### config.mk
export PLATFORM = sky130hd
export DESIGN_NAME = grid_adc_sched_flat
export DESIGN_NICKNAME = d
export VERILOG_FILES = /design/src/rtl/grid_adc_sched_if.sv /design/src/rtl/grid_adc_sched.sv /design/src/flat_wrapper.sv
export SDC_FILE = /design/constraint.sdc
export NUM_CORES = 1
export LEC_CHECK = 0
export BUFFER_PORTS_ARGS = -buffer_cell sky130_fd_sc_hd__buf_2
export CORE_UTILIZATION = 30
export DETAILED_ROUTE_END_ITERATION = 8
export PLACE_DENSITY = 0.59
export SYNTH_ARGS = -nofsm -noshare
export SYNTH_HDL_FRONTEND = slang
export SYNTH_SLANG_ARGS = --single-unit
### constraint.sdc
create_clock -name csi_MCLK_clk -period 4.1 [get_ports csi_MCLK_clk]
set_input_delay 0.615 -clock csi_MCLK_clk [delete_from_list [all_inputs] [get_ports csi_MCLK_clk]]
set_output_delay 0.615 -clock csi_MCLK_clk [all_outputs]
set_load 0.02 [all_outputs]
### src/rtl/grid_adc_sched_if.sv
// Signal bundle for grid_adc_sched: Avalon-MM control slave, request/result
// streams, ADC engine command/response and interrupt.
interface grid_adc_sched_if;
  logic [31:0] avs_ctrl_writedata;
  logic [31:0] avs_ctrl_readdata;
  logic [2:0]  avs_ctrl_address;
  logic [3:0]  avs_ctrl_byteenable;
  logic        avs_ctrl_write;
  logic        avs_ctrl_read;
  logic        avs_ctrl_waitrequest;
  logic        asi_req_valid;
  logic [3:0]  asi_req_ch;
  logic        asi_req_ready;
  logic        cmd_valid;
  logic [3:0]  cmd_ch;
  logic        cmd_ready;
  logic        rsp_valid;
  logic [3:0]  rsp_ch;
  logic [11:0] rsp_data;
  logic        aso_res_valid;
  logic [3:0]  aso_res_ch;
  logic [11:0] aso_res_data;
  logic        irq;

  modport slave (
    input  avs_ctrl_writedata, avs_ctrl_address, avs_ctrl_byteenable,
           avs_ctrl_write, avs_ctrl_read, asi_req_valid, asi_req_ch,
           cmd_ready, rsp_valid, rsp_ch, rsp_data,
    output avs_ctrl_readdata, avs_ctrl_waitrequest, asi_req_ready,
           cmd_valid, cmd_ch, aso_res_valid, aso_res_ch, aso_res_data, irq
  );

  modport master (
    output avs_ctrl_writedata, avs_ctrl_address, avs_ctrl_byteenable,
           avs_ctrl_write, avs_ctrl_read, asi_req_valid, asi_req_ch,
           cmd_ready, rsp_valid, rsp_ch, rsp_data,
    input  avs_ctrl_readdata, avs_ctrl_waitrequest, asi_req_ready,
           cmd_valid, cmd_ch, aso_res_valid, aso_res_ch, aso_res_data, irq
  );
endinterface

### src/rtl/grid_adc_sched.sv
// ADC conversion scheduler: periodic masked channel scans arbitrated
// round-robin against one-shot external requests, with response timeout.
module grid_adc_sched #(
  parameter int unsigned TMO_W = 10
) (
  input  logic            csi_MCLK_clk,
  input  logic            rsi_MRST_reset_n,
  grid_adc_sched_if.slave bus
);
  localparam logic [2:0] ST_IDLE  = 3'd0;
  localparam logic [2:0] ST_ARB   = 3'd1;
  localparam logic [2:0] ST_ISSUE = 3'd2;
  localparam logic [2:0] ST_WAIT  = 3'd3;
  localparam logic [2:0] ST_DONE  = 3'd4;

  logic [2:0]       state;
  logic             run, irq_en, scan_done, tmo_err;
  logic [15:0]      ch_mask, period, scan_cnt, tmr, period_eff, wr_mask;
  logic [3:0]       last_ch, cur_ch, hit_ch;
  logic [11:0]      last_data;
  logic [4:0]       scan_ptr;
  logic             scan_pend, last_ext, cur_ext;
  logic [TMO_W-1:0] tmo_cnt;
  logic [31:0]      rd_mux;
  logic             scan_req, grant_ext, hit_found, tmr_hit, rsp_hit, tmo_hit, busy;
  logic             unused_bits;

  assign unused_bits = ^{bus.avs_ctrl_writedata[31:16], bus.avs_ctrl_byteenable[3:2]};

  always_comb begin
    wr_mask    = {{8{bus.avs_ctrl_byteenable[1]}}, {8{bus.avs_ctrl_byteenable[0]}}};
    period_eff = (period == 16'd0) ? 16'd1 : period;
    tmr_hit    = run && (tmr >= period_eff - 16'd1);
    scan_req   = scan_pend && run;
    grant_ext  = bus.asi_req_valid && (!scan_req || !last_ext);
    rsp_hit    = (state == ST_WAIT) && bus.rsp_valid && (bus.rsp_ch == cur_ch);
    tmo_hit    = (state == ST_WAIT) && !rsp_hit && (&tmo_cnt);
    busy       = (state != ST_IDLE);
    // Lowest enabled channel at or above the scan pointer, from the live mask
    hit_found  = 1'b0;
    hit_ch     = '0;
    for (int unsigned i = 0; i < 16; i++) begin
      if (!hit_found && ch_mask[i] && (5'(i) >= scan_ptr)) begin
        hit_found = 1'b1;
        hit_ch    = 4'(i);
      end
    end
    case (bus.avs_ctrl_address)
      3'd0:    rd_mux = 32'd32;
      3'd1:    rd_mux = 32'hEA68_0010;
      3'd2:    rd_mux = {23'd0, irq_en, 7'd0, run};
      3'd3:    rd_mux = {16'd0, ch_mask};
      3'd4:    rd_mux = {16'd0, period};
      3'd5:    rd_mux = {scan_cnt, 6'd0, tmo_err, scan_done, 7'd0, busy};
      3'd6:    rd_mux = {12'd0, last_ch, 4'd0, last_data};
      default: rd_mux = '0;
    endcase
  end

  assign bus.avs_ctrl_waitrequest = 1'b0;
  assign bus.asi_req_ready        = (state == ST_ARB) && grant_ext;
  assign bus.cmd_valid            = (state == ST_ISSUE);
  assign bus.cmd_ch               = cur_ch;
  assign bus.irq                  = irq_en && (scan_done || tmo_err);

  always_ff @(posedge csi_MCLK_clk or negedge rsi_MRST_reset_n) begin
    if (!rsi_MRST_reset_n) begin
      bus.avs_ctrl_readdata <= '0;
      run       <= 1'b0;
      irq_en    <= 1'b0;
      ch_mask   <= '0;
      period    <= 16'hFFFF;
      scan_done <= 1'b0;
      tmo_err   <= 1'b0;
      scan_cnt  <= '0;
      last_ch   <= '0;
      last_data <= '0;
    end else begin
      bus.avs_ctrl_readdata <= rd_mux;
      if (bus.avs_ctrl_write) begin
        case (bus.avs_ctrl_address)
          3'd2: begin
            if (bus.avs_ctrl_byteenable[0]) run    <= bus.avs_ctrl_writedata[0];
            if (bus.avs_ctrl_byteenable[1]) irq_en <= bus.avs_ctrl_writedata[8];
          end
          3'd3: ch_mask <= (ch_mask & ~wr_mask) | (bus.avs_ctrl_writedata[15:0] & wr_mask);
          3'd4: period  <= (period & ~wr_mask) | (bus.avs_ctrl_writedata[15:0] & wr_mask);
          3'd5: if (bus.avs_ctrl_byteenable[1]) begin
            if (bus.avs_ctrl_writedata[8]) scan_done <= 1'b0;
            if (bus.avs_ctrl_writedata[9]) tmo_err   <= 1'b0;
          end
          default: ;
        endcase
      end
      // Hardware set events take priority over a same-cycle clear
      if (state == ST_DONE) begin
        scan_done <= 1'b1;
        scan_cnt  <= scan_cnt + 16'd1;
      end
      if (tmo_hit) tmo_err <= 1'b1;
      if (rsp_hit) begin
        last_ch   <= cur_ch;
        last_data <= bus.rsp_data;
      end
    end
  end

  always_ff @(posedge csi_MCLK_clk or negedge rsi_MRST_reset_n) begin
    if (!rsi_MRST_reset_n) begin
      state             <= ST_IDLE;
      tmr               <= '0;
      scan_pend         <= 1'b0;
      scan_ptr          <= '0;
      last_ext          <= 1'b0;
      cur_ext           <= 1'b0;
      cur_ch            <= '0;
      tmo_cnt           <= '0;
      bus.aso_res_valid <= 1'b0;
      bus.aso_res_ch    <= '0;
      bus.aso_res_data  <= '0;
    end else begin
      bus.aso_res_valid <= 1'b0;
      if (!run || tmr_hit) tmr <= '0;
      else                 tmr <= tmr + 16'd1;
      // scan_pend covers the whole scan, so an expiry mid-scan is dropped
      if (tmr_hit && (ch_mask != 16'd0) && !scan_pend) begin
        scan_pend <= 1'b1;
        scan_ptr  <= '0;
      end
      case (state)
        ST_IDLE: begin
          if (scan_pend && !run) scan_pend <= 1'b0;
          if (scan_req || bus.asi_req_valid) state <= ST_ARB;
        end
        ST_ARB: begin
          if (grant_ext) begin
            cur_ext  <= 1'b1;
            last_ext <= 1'b1;
            cur_ch   <= bus.asi_req_ch;
            state    <= ST_ISSUE;
          end else if (scan_req) begin
            cur_ext  <= 1'b0;
            last_ext <= 1'b0;
            if (hit_found) begin
              cur_ch   <= hit_ch;
              scan_ptr <= {1'b0, hit_ch} + 5'd1;
              state    <= ST_ISSUE;
            end else begin
              state <= ST_DONE;
            end
          end else begin
            state <= ST_IDLE;
          end
        end
        ST_ISSUE: begin
          if (bus.cmd_ready) begin
            tmo_cnt <= '0;
            state   <= ST_WAIT;
          end
        end
        ST_WAIT: begin
          if (rsp_hit) begin
            state <= ST_IDLE;
            if (cur_ext) begin
              bus.aso_res_valid <= 1'b1;
              bus.aso_res_ch    <= cur_ch;
              bus.aso_res_data  <= bus.rsp_data;
            end else if (!run) begin
              scan_pend <= 1'b0;
            end
          end else if (tmo_hit) begin
            state <= ST_IDLE;
            if (!cur_ext) scan_pend <= 1'b0;
          end else begin
            tmo_cnt <= tmo_cnt + 1'b1;
          end
        end
        ST_DONE: begin
          scan_pend <= 1'b0;
          state     <= ST_IDLE;
        end
        default: state <= ST_IDLE;
      endcase
    end
  end
endmodule

### src/flat_wrapper.sv
// flat-port wrapper written by rule: the top's interface ports become plain ports
module grid_adc_sched_flat 
#(
  parameter int unsigned TMO_W = 10
)
  (csi_MCLK_clk, rsi_MRST_reset_n, bus_avs_ctrl_writedata, bus_avs_ctrl_address, bus_avs_ctrl_byteenable, bus_avs_ctrl_write, bus_avs_ctrl_read, bus_asi_req_valid, bus_asi_req_ch, bus_cmd_ready, bus_rsp_valid, bus_rsp_ch, bus_rsp_data, bus_avs_ctrl_readdata, bus_avs_ctrl_waitrequest, bus_asi_req_ready, bus_cmd_valid, bus_cmd_ch, bus_aso_res_valid, bus_aso_res_ch, bus_aso_res_data, bus_irq);
  grid_adc_sched_if bus_i ();
  input  logic csi_MCLK_clk;
  input  logic rsi_MRST_reset_n;
  input wire logic [$bits(bus_i.avs_ctrl_writedata)-1:0] bus_avs_ctrl_writedata;
  input wire logic [$bits(bus_i.avs_ctrl_address)-1:0] bus_avs_ctrl_address;
  input wire logic [$bits(bus_i.avs_ctrl_byteenable)-1:0] bus_avs_ctrl_byteenable;
  input wire logic [$bits(bus_i.avs_ctrl_write)-1:0] bus_avs_ctrl_write;
  input wire logic [$bits(bus_i.avs_ctrl_read)-1:0] bus_avs_ctrl_read;
  input wire logic [$bits(bus_i.asi_req_valid)-1:0] bus_asi_req_valid;
  input wire logic [$bits(bus_i.asi_req_ch)-1:0] bus_asi_req_ch;
  input wire logic [$bits(bus_i.cmd_ready)-1:0] bus_cmd_ready;
  input wire logic [$bits(bus_i.rsp_valid)-1:0] bus_rsp_valid;
  input wire logic [$bits(bus_i.rsp_ch)-1:0] bus_rsp_ch;
  input wire logic [$bits(bus_i.rsp_data)-1:0] bus_rsp_data;
  output wire logic [$bits(bus_i.avs_ctrl_readdata)-1:0] bus_avs_ctrl_readdata;
  output wire logic [$bits(bus_i.avs_ctrl_waitrequest)-1:0] bus_avs_ctrl_waitrequest;
  output wire logic [$bits(bus_i.asi_req_ready)-1:0] bus_asi_req_ready;
  output wire logic [$bits(bus_i.cmd_valid)-1:0] bus_cmd_valid;
  output wire logic [$bits(bus_i.cmd_ch)-1:0] bus_cmd_ch;
  output wire logic [$bits(bus_i.aso_res_valid)-1:0] bus_aso_res_valid;
  output wire logic [$bits(bus_i.aso_res_ch)-1:0] bus_aso_res_ch;
  output wire logic [$bits(bus_i.aso_res_data)-1:0] bus_aso_res_data;
  output wire logic [$bits(bus_i.irq)-1:0] bus_irq;
  assign bus_i.avs_ctrl_writedata = bus_avs_ctrl_writedata;
  assign bus_i.avs_ctrl_address = bus_avs_ctrl_address;
  assign bus_i.avs_ctrl_byteenable = bus_avs_ctrl_byteenable;
  assign bus_i.avs_ctrl_write = bus_avs_ctrl_write;
  assign bus_i.avs_ctrl_read = bus_avs_ctrl_read;
  assign bus_i.asi_req_valid = bus_asi_req_valid;
  assign bus_i.asi_req_ch = bus_asi_req_ch;
  assign bus_i.cmd_ready = bus_cmd_ready;
  assign bus_i.rsp_valid = bus_rsp_valid;
  assign bus_i.rsp_ch = bus_rsp_ch;
  assign bus_i.rsp_data = bus_rsp_data;
  assign bus_avs_ctrl_readdata = bus_i.avs_ctrl_readdata;
  assign bus_avs_ctrl_waitrequest = bus_i.avs_ctrl_waitrequest;
  assign bus_asi_req_ready = bus_i.asi_req_ready;
  assign bus_cmd_valid = bus_i.cmd_valid;
  assign bus_cmd_ch = bus_i.cmd_ch;
  assign bus_aso_res_valid = bus_i.aso_res_valid;
  assign bus_aso_res_ch = bus_i.aso_res_ch;
  assign bus_aso_res_data = bus_i.aso_res_data;
  assign bus_irq = bus_i.irq;
  grid_adc_sched #(.TMO_W(TMO_W)) u_core (.csi_MCLK_clk(csi_MCLK_clk), .rsi_MRST_reset_n(rsi_MRST_reset_n), .bus(bus_i));
endmodule
* Word-level counts from Yosys, hierarchy flattened
Cells that the tools add are included.
** Cells by class
- $add $sub $neg :: 5
- Multiply operators :: 0
- Div/mod/pow operators :: 0
- Magnitude comparators :: 17
- Eq/ne operators :: 16
- Shifts and indexed selects :: 0
- Multiplexer cells :: 77
- Bitwise logic cells :: 6
- Reductions and logical operators :: 95
** Operator list (number)
- case mux 32 bit (7 select lines) :: 1
- 2-to-1 mux 4 bit :: 17
- bitwise AND 16 bit :: 3
- logical AND 1 bit :: 43
- >= comparator 4 x 5 -> 1 bit, first input constant :: 8
- 2-to-1 mux 1 bit :: 39
- adder 16 x 1 -> 16 bit, second input constant :: 2
- 2-to-1 mux 16 bit :: 2
- bitwise OR 16 bit :: 2
- 2-to-1 mux 10 bit :: 3
- 2-to-1 mux 5 bit :: 5
- nonzero test 2 bit :: 11
- 2-to-1 mux 3 bit :: 7
- >= comparator 3 x 5 -> 1 bit, first input constant :: 4
- logical NOT 1 bit :: 20
- case mux 10 bit (2 select lines) :: 1
- >= comparator 16 bit :: 1
- logical NOT 16 bit :: 1
- inverter 16 bit :: 1
- nonzero test 16 bit :: 1
- subtractor 16 x 1 -> 16 bit, second input constant :: 1
- AND reduction 3 bit :: 5
- == test 3 x 2 -> 1 bit, second input constant :: 4
- == test 3 bit, second input constant :: 4
- other kinds (17) :: 30
** Word-level totals
- Register bits :: 157
- Latch bits :: 0
- Memory bits (writable) :: 0
- Memory bits (read-only) :: 0
- Input bits :: 66
- Output and inout bits :: 57
- Word-level logic and storage cells :: 236
- Memories :: 0

* Depth between registers and ports, before layout
Gate-level depths: netlist of run 1.
- Depth in word-level cells :: 68
- Mapped depth :: 19
- Depth with buffers taken out :: 18

* Worst setup path after synthesis of run 1
No wires, ideal clock.
- Path kind :: register to register
- From :: reg (tool-made name)
- To :: reg u_core.tmr[10]
- Library setup time :: 0.072 ns
- Arrival :: 4.246 ns
- Required time :: 4.028 ns
- Setup slack :: -0.218 ns
- Cell stages (with the launch flop) :: 20
- Buffers on the path :: 1
- Period minus slack after synthesis :: 4.318 ns
- Cell sequence :: dfstp_2 -> or4_4 -> or3_4 -> or3_4 -> nor2_4 -> and3_1 -> a21oi_1 -> ha_1 -> nand2_1 -> nor3_1 -> xnor2_1 -> ha_1 -> a21oi_1 -> nor2b_1 -> nor4_1 -> a21oi_1 -> o41ai_1 -> nand2_1 -> clkbuf_1 -> nor2_1
** RTL lines
- end signal: assignment :: RTL line grid_adc_sched.sv:124 : else tmr <= tmr + 16'd1;
- end: declaration :: RTL line grid_adc_sched.sv:18 : logic [15:0] ch_mask, period, scan_cnt, tmr, period_eff, wr_mask;

==> flow_metrics.env, run 1 <==
export IMPL_status="complete, but fails checks"
export IMPL_violations="setup timing"
export IMPL_fin_crit_sh=1.05
export IMPL_cts_tree="built"
export IMPL_synth_seq_area_share=0.512
export IMPL_synth_seq_cells=157
export IMPL_clockBufferDepth=2
export IMPL_p_leak_uw=0.00433
export IMPL_slew_headroom=0.313
export IMPL_first_pass_iters=5
export IMPL_ir_drop_uv=283
export IMPL_report_final_slew_viol_count=0
export IMPL_crit_chain="or4_4 -> or3_4 -> or3_4 -> nor2_4 -> and3_4 -> a21oi_4 -> ha_4 -> nand2_4 -> nor4_1 -> xnor2_1 -> ha_1 -> nand3_2 -> nor3_2 -> o31ai_1 -> a21oi_1 -> o41ai_2 -> buf_4 -> o32a_1 -> a22o_1"
export IMPL_synth_distinct_cells=58
export IMPL_yosysTopAreaCellShare=0.458
export IMPL_pin_count=123
export IMPL_skew_ps=9.94
export IMPL_holdWs_ps=286
export IMPL_rsz0062_at_grt="true"
export IMPL_period_minus_slack_ps=4300
export IMPL_cp_max_fo=5
export IMPL_ys_warn_count=0
export IMPL_syn_area_um2=7710
export IMPL_via_count=5764
export IMPL_cts_sinks=157
export IMPL_synth_edff_count=0
export IMPL_cts_buffers=17
export IMPL_dpl_hpwl_um=14200
export IMPL_die_x_um=162
export IMPL_drc=0
export IMPL_hp_class="in2async"
export IMPL_yosysTopAreaCell="dfrtp_1"
export IMPL_postRouteAntennaNets=0
export IMPL_ys_flop_type="dfrtp_1"
export IMPL_syn_avg_cell_area_um2=10.7
export IMPL_grt_use_total=0.157
export IMPL_cpMaxStageDelayCell="or4_4"
export IMPL_max_stage_delay_ps=540
export IMPL_grt_pass1_wl_um=31600
export IMPL_antenna_cells=0
export IMPL_h_tree_depth=4
export IMPL_final_util=0.379
export IMPL_synth_cells=722
export IMPL_maxCapViolCount=0
export IMPL_finalSetupViolations=21
export IMPL_grt_pass1_vias=5695
export IMPL_cpMostUsedCell="or3_4"
export IMPL_drive_above_1_share=0.323
export IMPL_grt_max_degree=97
export IMPL_clockRootBuffer="clkbuf_16"
export IMPL_totalWireLength_um=19700
export IMPL_fillers=2489
export IMPL_vias_per_cell=4.86
export IMPL_worst_slew_pin_slew_ps=1030
export IMPL_fmax_mhz=233
export IMPL_io_buffer_count=102
export IMPL_start_util=0.306
export IMPL_worstPathRequired_ps=4400
export IMPL_grt_overflow=0
export IMPL_crit_arrival_ps=4600
export IMPL_gp_congestion=0.856
export IMPL_path_class="reg2reg"
export IMPL_syn_nets=809
export IMPL_area_delta_synth_final_pct=23.8
export IMPL_wl_per_cell_um=16.6
export IMPL_hold_buffers=0
export IMPL_yosys_top_cells_area="dfrtp_1 (46%), mux2_2 (9.1%), dfstp_2 (5.5%), xnor2_1 (4.1%), ha_1 (3.4%)"
export IMPL_ys_top_cells_by_count="dfrtp_1 (141), nand2_1 (70), mux2_2 (62)"
export IMPL_finalNetCount=931
export IMPL_die_y_um=162
export IMPL_cp_end_kind="flip-flop"
export IMPL_path_clk_slew_ps=70
export IMPL_fin_ws_ps=-195
export IMPL_synthArstFlopShare=1.00
export IMPL_antenna_found_initial=0
export IMPL_timing_final_hold_violations=0
export IMPL_yosysMostFrequentCell="dfrtp_1"
export IMPL_critPathTopFamily="simple AND/OR/NAND/NOR gates"
export IMPL_dieArea_um2=26300
export IMPL_start_kind="flip-flop"
export IMPL_power_density_nw_per_um2=547
export IMPL_clk_latency_ps=420
export IMPL_core_region_area_um2=25200
export IMPL_cp_num_buf_inv=1
export IMPL_tns_ps=-2920
export IMPL_num_rows=58
export IMPL_drt_iter0_markers=346
-- metal layers --
metal,vias to the layer above,track usage,part of all wire
met5,-,0,0
met2,128,0.251,0.47
li1,2806,-,-
met4,0,0.0467,0.020
met1,2813,0.210,0.47
met3,17,0.0375,0.038
-- what timing repair did --
item	in CTS	in global routing
endpoints found under the hold margin	0	0
gates cloned	1	0
setup buffers	3	2
gates resized for setup	19	27
pin swaps	17	9
setup endpoints to repair	21	22
-- cell usage in the layout (no fill, tap or decap), types with 4 or more instances in the layout --
master	Yosys	layout
a21oi_1	30	28
a22o_1	10	10
a31oi_1	5	5
and3_1	16	15
buf_2	7	101
buf_4	2	20
clkbuf_16	0	17
clkinv_4	0	4
dfrtp_1	141	141
dfstp_2	16	16
ha_1	21	20
inv_1	23	23
inv_6	0	4
mux2_2	62	62
mux2i_1	11	11
nand2_1	70	68
nand2b_1	4	4
nand3_1	28	27
nand4_1	4	4
nor2_1	59	45
nor2_2	0	4
nor2_4	1	11
nor2b_1	12	12
nor3_1	17	15
nor3b_1	5	5
nor4_1	10	9
o211ai_1	7	7
o21a_1	6	6
o21ai_0	29	28
o21bai_1	4	4
or2_2	7	7
xnor2_1	36	36
xor2_1	18	18
-- kinds of logic after synthesis --
kind of cell | Yosys count | synth area share
flops | 157 | 0.512
simple gates | 251 | 0.162
mux | 73 | 0.105
xor+xnor | 54 | 0.0614
fa+ha+maj | 21 | 0.0341
buf+inv | 46 | 0.0247
other cells | 1 | 0.000486
compound gates | 119 | 0.100
-- through the flow --
stage	cell area, µm²	power [µW]	std cells	setup WS (ps)
detailed placement	8690	3480	1149	-194
finish	9550	5220	1187	-195
global placement	8690	3460	1149	-163
floorplan	7730	3000	722	19.4
global route	9550	5530	1187	-338
CTS	9410	5230	1185	-202
-- where the power goes --
part           internal, µW  switching, µW  leakage (µW)
Combinational           590            711       0.00201
Clock                   980            708      0.000300
Sequential             1890            340       0.00202
-- area by class of cell --
class                      count  area (µm²)  share of cell area
inverter                      23        86.3             0.00904
clock inverter                15         203              0.0212
sequential                   157        3950               0.414
timing repair buffer         126         733              0.0768
clock buffer                  17         425              0.0446
multi-input combinational    519        3740               0.391
tap                          330         413              0.0433
-- final timing paths --
kind / from / depth (start not counted) / to / slack (ps)
min in group csi_MCLK_clk: bus_avs_ctrl_writedata[11] / 2 / flip-flop / 440
max in group asynchronous: rsi_MRST_reset_n / 2 / async pin / 2920
worst min register to register: u_core.bus.aso_res_ch[3] / 2 / u_core.bus.aso_res_ch[3] / 480
worst min-delay path: rsi_MRST_reset_n / 1 / u_core.bus.aso_res_ch[0] / 290
worst max-delay path: flip-flop / 19 / u_core.scan_ptr[3] / -200
worst max register to register: flip-flop / 19 / u_core.scan_ptr[3] / -200
No activity file was read; power rests on OpenSTA's default activity.
==> run 2: changes to the inputs <==
--- a/config.mk
+++ b/config.mk
@@ -6,6 +6,7 @@
 export NUM_CORES = 1
 export LEC_CHECK = 0
 export BUFFER_PORTS_ARGS = -buffer_cell sky130_fd_sc_hd__buf_2
+export CORE_MARGIN = 5
 export CORE_UTILIZATION = 30
 export DETAILED_ROUTE_END_ITERATION = 8
 export PLACE_DENSITY = 0.59
==> flow_metrics.env, run 2 (synthesized netlist as in run 1, its figures left out) <==
export IMPL_cp_max_fo=5
export IMPL_grt_use_total=0.140
export IMPL_drive_above_1_share=0.310
export IMPL_core_region_area_um2=25300
export IMPL_gp_congestion=0.868
export IMPL_cts_sinks=157
export IMPL_instances_no_fill=1189
export IMPL_grtUsageMet1=0.194
export IMPL_path_clk_slew_ps=70
export IMPL_drt_iter0_markers=336
export IMPL_first_pass_iters=5
export IMPL_num_rows=58
export IMPL_final_common_cell="dfrtp_1"
export IMPL_power_switching_uw=1760
export IMPL_p_int_uw=3340
export IMPL_finalNetCount=933
export IMPL_ir_drop_uv=265
export IMPL_crit_arrival_ps=4610
export IMPL_report_final_slew_viol_count=0
export IMPL_hold_buffers=0
export IMPL_fin_ws_ps=-202
export IMPL_fmax_mhz=232
export IMPL_dieArea_um2=29000
export IMPL_power_density_nw_per_um2=540
export IMPL_maxCapViolCount=0
export IMPL_slew_headroom=0.285
export IMPL_most_common_layout_cells="dfrtp_1 (141), buf_2 (101), nand2_1 (68)"
export IMPL_io_buffer_count=102
export IMPL_gr_max_usage_layer="met2"
export IMPL_fillers=2510
export IMPL_skew_ps=11.6
export IMPL_area_delta_synth_final_pct=22.4
export IMPL_p_leak_uw=0.00433
export IMPL_antenna_cells=0
export IMPL_dp_cells=1150
export IMPL_worstPathRequired_ps=4410
export IMPL_rsz0062_at_grt="true"
export IMPL_die_x_um=170
export IMPL_pin_count=123
export IMPL_finalSetupViolations=20
export IMPL_die_y_um=170
export IMPL_cp_end_kind="flip-flop"
export IMPL_placed_area_um2=8700
export IMPL_status="complete, but fails checks"
export IMPL_totalWireLength_um=19800
export IMPL_finalInstanceArea_um2=9440
export IMPL_worst_slew_pin_slew_ps=1070
export IMPL_multi_input_area_um2=3660
export IMPL_antenna_found_initial=0
export IMPL_cts_tree="built"
export IMPL_p_sw_frac=0.344
export IMPL_combPwrFrac=0.250
export IMPL_hp_class="in2async"
export IMPL_start_util=0.305
export IMPL_via_count=5790
export IMPL_power_uw=5100
export IMPL_pwr_share_seq=0.436
export IMPL_timing_final_hold_violations=0
export IMPL_dpl_hpwl_um=14500
export IMPL_clk_latency_ps=430
export IMPL_drc=0
export IMPL_vias_per_cell=4.87
export IMPL_clkPwrFrac=0.314
export IMPL_path_class="reg2reg"
export IMPL_cpMostUsedCell="buf_4"
export IMPL_h_tree_depth=4
export IMPL_crit_chain="or4_4 -> or3_4 -> or3_4 -> nor2_4 -> and3_4 -> a21oi_4 -> ha_4 -> buf_4 -> buf_4 -> nand2_2 -> xor2_1 -> ha_1 -> nand2_1 -> nor3_2 -> o31ai_2 -> a21oi_1 -> o41ai_2 -> buf_4 -> o32a_1 -> a22o_1"
export IMPL_use_met3=0.0274
export IMPL_fin_crit_sh=1.05
export IMPL_violations="setup timing"
export IMPL_grt_overflow=0
export IMPL_clockRootBuffer="clkbuf_16"
export IMPL_max_stage_delay_ps=540
export IMPL_grt_max_degree=90
export IMPL_tns_ps=-3060
export IMPL_met2_usage=0.222
export IMPL_cts_buffers=17
export IMPL_postRouteAntennaNets=0
export IMPL_period_minus_slack_ps=4300
export IMPL_clockBufferDepth=2
export IMPL_cpMaxStageDelayCell="or4_4"
export IMPL_start_kind="flip-flop"
export IMPL_regArea_um2=3950
export IMPL_wl_per_cell_um=16.6
export IMPL_grt_pass1_vias=5796
export IMPL_grt_pass1_wl_um=32000
==> run 2: path summary, 6_finish.rpt <==
kind                                            end  slack (ps)  cells after the start
setup / recovery                 u_core.scan_ptr[3]        -200                     20
min in group csi_MCLK_clk                 flip-flop         430                      2
setup reg to reg                 u_core.scan_ptr[3]        -200                     20
hold / removal             u_core.bus.aso_res_ch[0]         220                      1
max in group asynchronous                 async pin        2960                      2
hold reg to reg            u_core.bus.aso_res_ch[0]         470                      2
==> run 2: worst max-delay path, delay by kind of cell, from the launching register on <==
family	cells	cell delay, ps
AOI/OAI and AO/OA	6	1010
and+or+nand+nor	8	1860
adders and majority gates	2	450
DFF	1	370
xor gates and xnor gates	1	60
buffers and inverters	3	430
==> run 2: timing repair <==
item                                    CTS  global route
setup buffers                             3             4
pin swaps                                 6             8
endpoints found under the setup margin   21            22
gates resized for setup                   7            11
==> run 2: metrics by stage <==
step | hold slack [ps] | util | setup WS [ps]
after floorplan | 319 | - | 19.4
after global placement | 455 | 0.344 | -143
after detailed placement | 458 | 0.344 | -267
after CTS | 281 | 0.370 | -224
after global routing | 292 | 0.374 | -355
final | 221 | 0.374 | -202
==> run 2: final cells by class <==
cell class,count,share of cell area
inverters,23,0.00915
clock inverters,15,0.0182
repair buffers,128,0.0776
well taps,330,0.0438
clock buffers,17,0.0451
multi-input cells,519,0.388
flip-flops and latches,157,0.418
==> run 2: power groups by stage <==
stage	clock, µW	sequential (µW)	combinational (µW)
2_1_floorplan	0	2260	740
3_3_place_gp	0	2240	1220
3_5_place_dp	0	2250	1240
4_1_cts	1650	2220	1260
5_1_grt	1710	2280	1420
6_report	1600	2220	1280
==> run 2: layer usage <==
metal / wire length, µm / share of wire
met4: 306 / 0.015
met5: 0 / 0
met2: 9280 / 0.47
met3: 844 / 0.043
met1: 9360 / 0.47
==> run 3: changes to the inputs <==
==> constraint.sdc (replaced) <==
create_clock -name csi_MCLK_clk -period 4.1 [get_ports csi_MCLK_clk]
set_input_delay 0.82 -clock csi_MCLK_clk [delete_from_list [all_inputs] [get_ports csi_MCLK_clk]]
set_output_delay 0.82 -clock csi_MCLK_clk [all_outputs]
set_load 0.02 [all_outputs]
==> flow_metrics.env, run 3 (synthesized netlist as in run 1, its figures left out) <==
export IMPL_grt_pass1_vias=5897
export IMPL_power_switching_uw=1750
export IMPL_hp_class="in2async"
export IMPL_fillers=2548
export IMPL_wl_per_cell_um=16.9
export IMPL_fmax_mhz=234
export IMPL_worstPathRequired_ps=4410
export IMPL_gr_max_usage_layer="met2"
export IMPL_cts_tree="built"
export IMPL_grt_overflow=0
export IMPL_multi_input_area_um2=3740
export IMPL_rsz0062_at_grt="true"
export IMPL_final_common_cell="dfrtp_1"
export IMPL_h_tree_depth=4
export IMPL_cp_end_kind="flip-flop"
export IMPL_violations="setup timing"
export IMPL_crit_chain="or4_4 -> or3_4 -> or3_4 -> nor2_4 -> and3_4 -> a21oi_4 -> ha_4 -> nand2_4 -> nor4_1 -> xnor2_1 -> ha_1 -> nand3_2 -> nor3_2 -> o31ai_1 -> a21oi_1 -> o41ai_2 -> buf_4 -> o32a_1 -> a22o_1"
export IMPL_path_class="reg2reg"
export IMPL_crit_arrival_ps=4580
export IMPL_place_worst_setup_slack_ps=-216
export IMPL_grt_max_degree=83
export IMPL_antenna_found_initial=1
export IMPL_clockBufferDepth=2
export IMPL_postRouteAntennaNets=0
export IMPL_gp_congestion=0.876
export IMPL_finalSetupViolations=22
export IMPL_pwr_share_seq=0.430
export IMPL_most_common_layout_cells="dfrtp_1 (141), buf_2 (101), nand2_1 (68)"
export IMPL_vias_per_cell=4.85
export IMPL_cts_buffers=17
export IMPL_power_density_nw_per_um2=540
export IMPL_report_final_slew_viol_count=0
export IMPL_area_delta_synth_final_pct=24.5
export IMPL_cpMostUsedCell="or3_4"
export IMPL_slew_headroom=0.254
export IMPL_totalWireLength_um=20100
export IMPL_via_count=5796
export IMPL_dieArea_um2=29000
export IMPL_combPwrFrac=0.253
export IMPL_clk_latency_ps=430
export IMPL_pin_count=123
export IMPL_ir_drop_uv=256
export IMPL_fin_crit_sh=1.04
export IMPL_core_region_area_um2=25300
export IMPL_dpl_hpwl_um=14700
export IMPL_fin_ws_ps=-168
export IMPL_grt_use_total=0.143
export IMPL_regArea_um2=3950
export IMPL_dp_cells=1152
export IMPL_clockRootBuffer="clkbuf_16"
export IMPL_use_met3=0.0304
export IMPL_start_kind="flip-flop"
export IMPL_instances_no_fill=1194
export IMPL_met2_usage=0.230
export IMPL_p_leak_uw=0.00437
export IMPL_grtUsageMet1=0.195
export IMPL_cts_sinks=157
export IMPL_num_rows=58
export IMPL_critPathTopFamily="simple AND/OR/NAND/NOR gates"
export IMPL_cpMaxStageDelayCell="or4_4"
export IMPL_drt_iter0_markers=378
export IMPL_holdWs_ps=445
export IMPL_path_clk_slew_ps=70
export IMPL_p_int_uw=3430
export IMPL_die_y_um=170
export IMPL_drc=0
export IMPL_die_x_um=170
export IMPL_timing_final_hold_violations=0
export IMPL_finalNetCount=938
export IMPL_cp_num_buf_inv=1
export IMPL_period_minus_slack_ps=4270
export IMPL_antenna_cells=0
export IMPL_clkPwrFrac=0.317
export IMPL_cp_max_fo=4
export IMPL_status="complete, but fails checks"
export IMPL_first_pass_iters=5
export IMPL_maxCapViolCount=0
export IMPL_grt_pass1_wl_um=32500
export IMPL_io_buffer_count=102
export IMPL_start_util=0.305
export IMPL_p_sw_frac=0.338
export IMPL_skew_ps=9.83
export IMPL_hold_buffers=0
export IMPL_max_stage_delay_ps=540
export IMPL_drive_above_1_share=0.326
export IMPL_worst_slew_pin_slew_ps=1120
==> run 3: final cells by class <==
| cell class | instances | area share |
|---|---|---|
| clock buffer | 18 | 0.0458 |
| tap | 330 | 0.0430 |
| clock inverter | 14 | 0.0180 |
| timing repair buffer | 133 | 0.0828 |
| multi-input combinational | 519 | 0.390 |
| sequential | 157 | 0.411 |
| inverter | 23 | 0.00899 |
==> run 3: worst reg2reg max path, stage by stage, from the launching register on <==
cell and delay (ps):
dfstp_2 370, or4_4 540, or3_4 350, or3_4 360, nor2_4 110, and3_4 210, a21oi_4 70, ha_4 180
nand2_4 90, nor4_1 60, xnor2_1 130, ha_1 320, nand3_2 80, nor3_2 170, o31ai_1 100, a21oi_1 170
o41ai_2 80, buf_4 170, o32a_1 350, a22o_1 250
==> run 3: timing repair <==
| item | 4_1_cts | 5_1_grt |
|---|---|---|
| pin swaps | 14 | 8 |
| setup endpoints to repair | 21 | 22 |
| buffers inserted | 5 | 4 |
| gates resized for setup | 35 | 8 |
| cloned | 1 | 0 |
==> run 3: power groups by stage <==
stage | registers (µW) | clock network [µW] | logic (µW)
2_1_floorplan | 2260 | 0 | 740
3_3_place_gp | 2240 | 0 | 1220
3_5_place_dp | 2250 | 0 | 1240
4_1_cts | 2230 | 1690 | 1310
5_1_grt | 2280 | 1760 | 1450
6_report | 2230 | 1640 | 1310
==> run 3: routing by layer <==
layer	share of wire	up-vias	routed length, µm
met5	0.00055	-	11
met4	0.015	2	294
met3	0.039	23	789
met2	0.48	116	9590
met1	0.47	2842	9450
li1	-	2813	-
==> run 3: through the flow <==
| step | instance area [µm²] | TNS, ps | util | power, µW |
|---|---|---|---|---|
| 6_report | 9600 | -2540 | 0.380 | 5180 |
| 3_3_place_gp | 8710 | -1240 | 0.345 | 3460 |
| 5_1_grt | 9600 | -6400 | 0.380 | 5490 |
| 3_5_place_dp | 8710 | -3160 | 0.345 | 3490 |
| 4_1_cts | 9530 | -2540 | 0.377 | 5230 |
| 2_1_floorplan | 7730 | 0 | - | 3000 |
==> run 3: final timing paths <==
kind                                                 end  slack (ps)  depth (start not counted)
worst min-delay path                   u_core.tmo_cnt[4]         450                          1
worst max-delay path                  u_core.scan_ptr[2]        -170                         19
worst max register to register        u_core.scan_ptr[2]        -170                         19
min in group csi_MCLK_clk       u_core.bus.aso_res_ch[2]         470                          2
max in group asynchronous             u_core.scan_cnt[5]        2790                          2
worst min register to register  u_core.bus.aso_res_ch[2]         470                          2
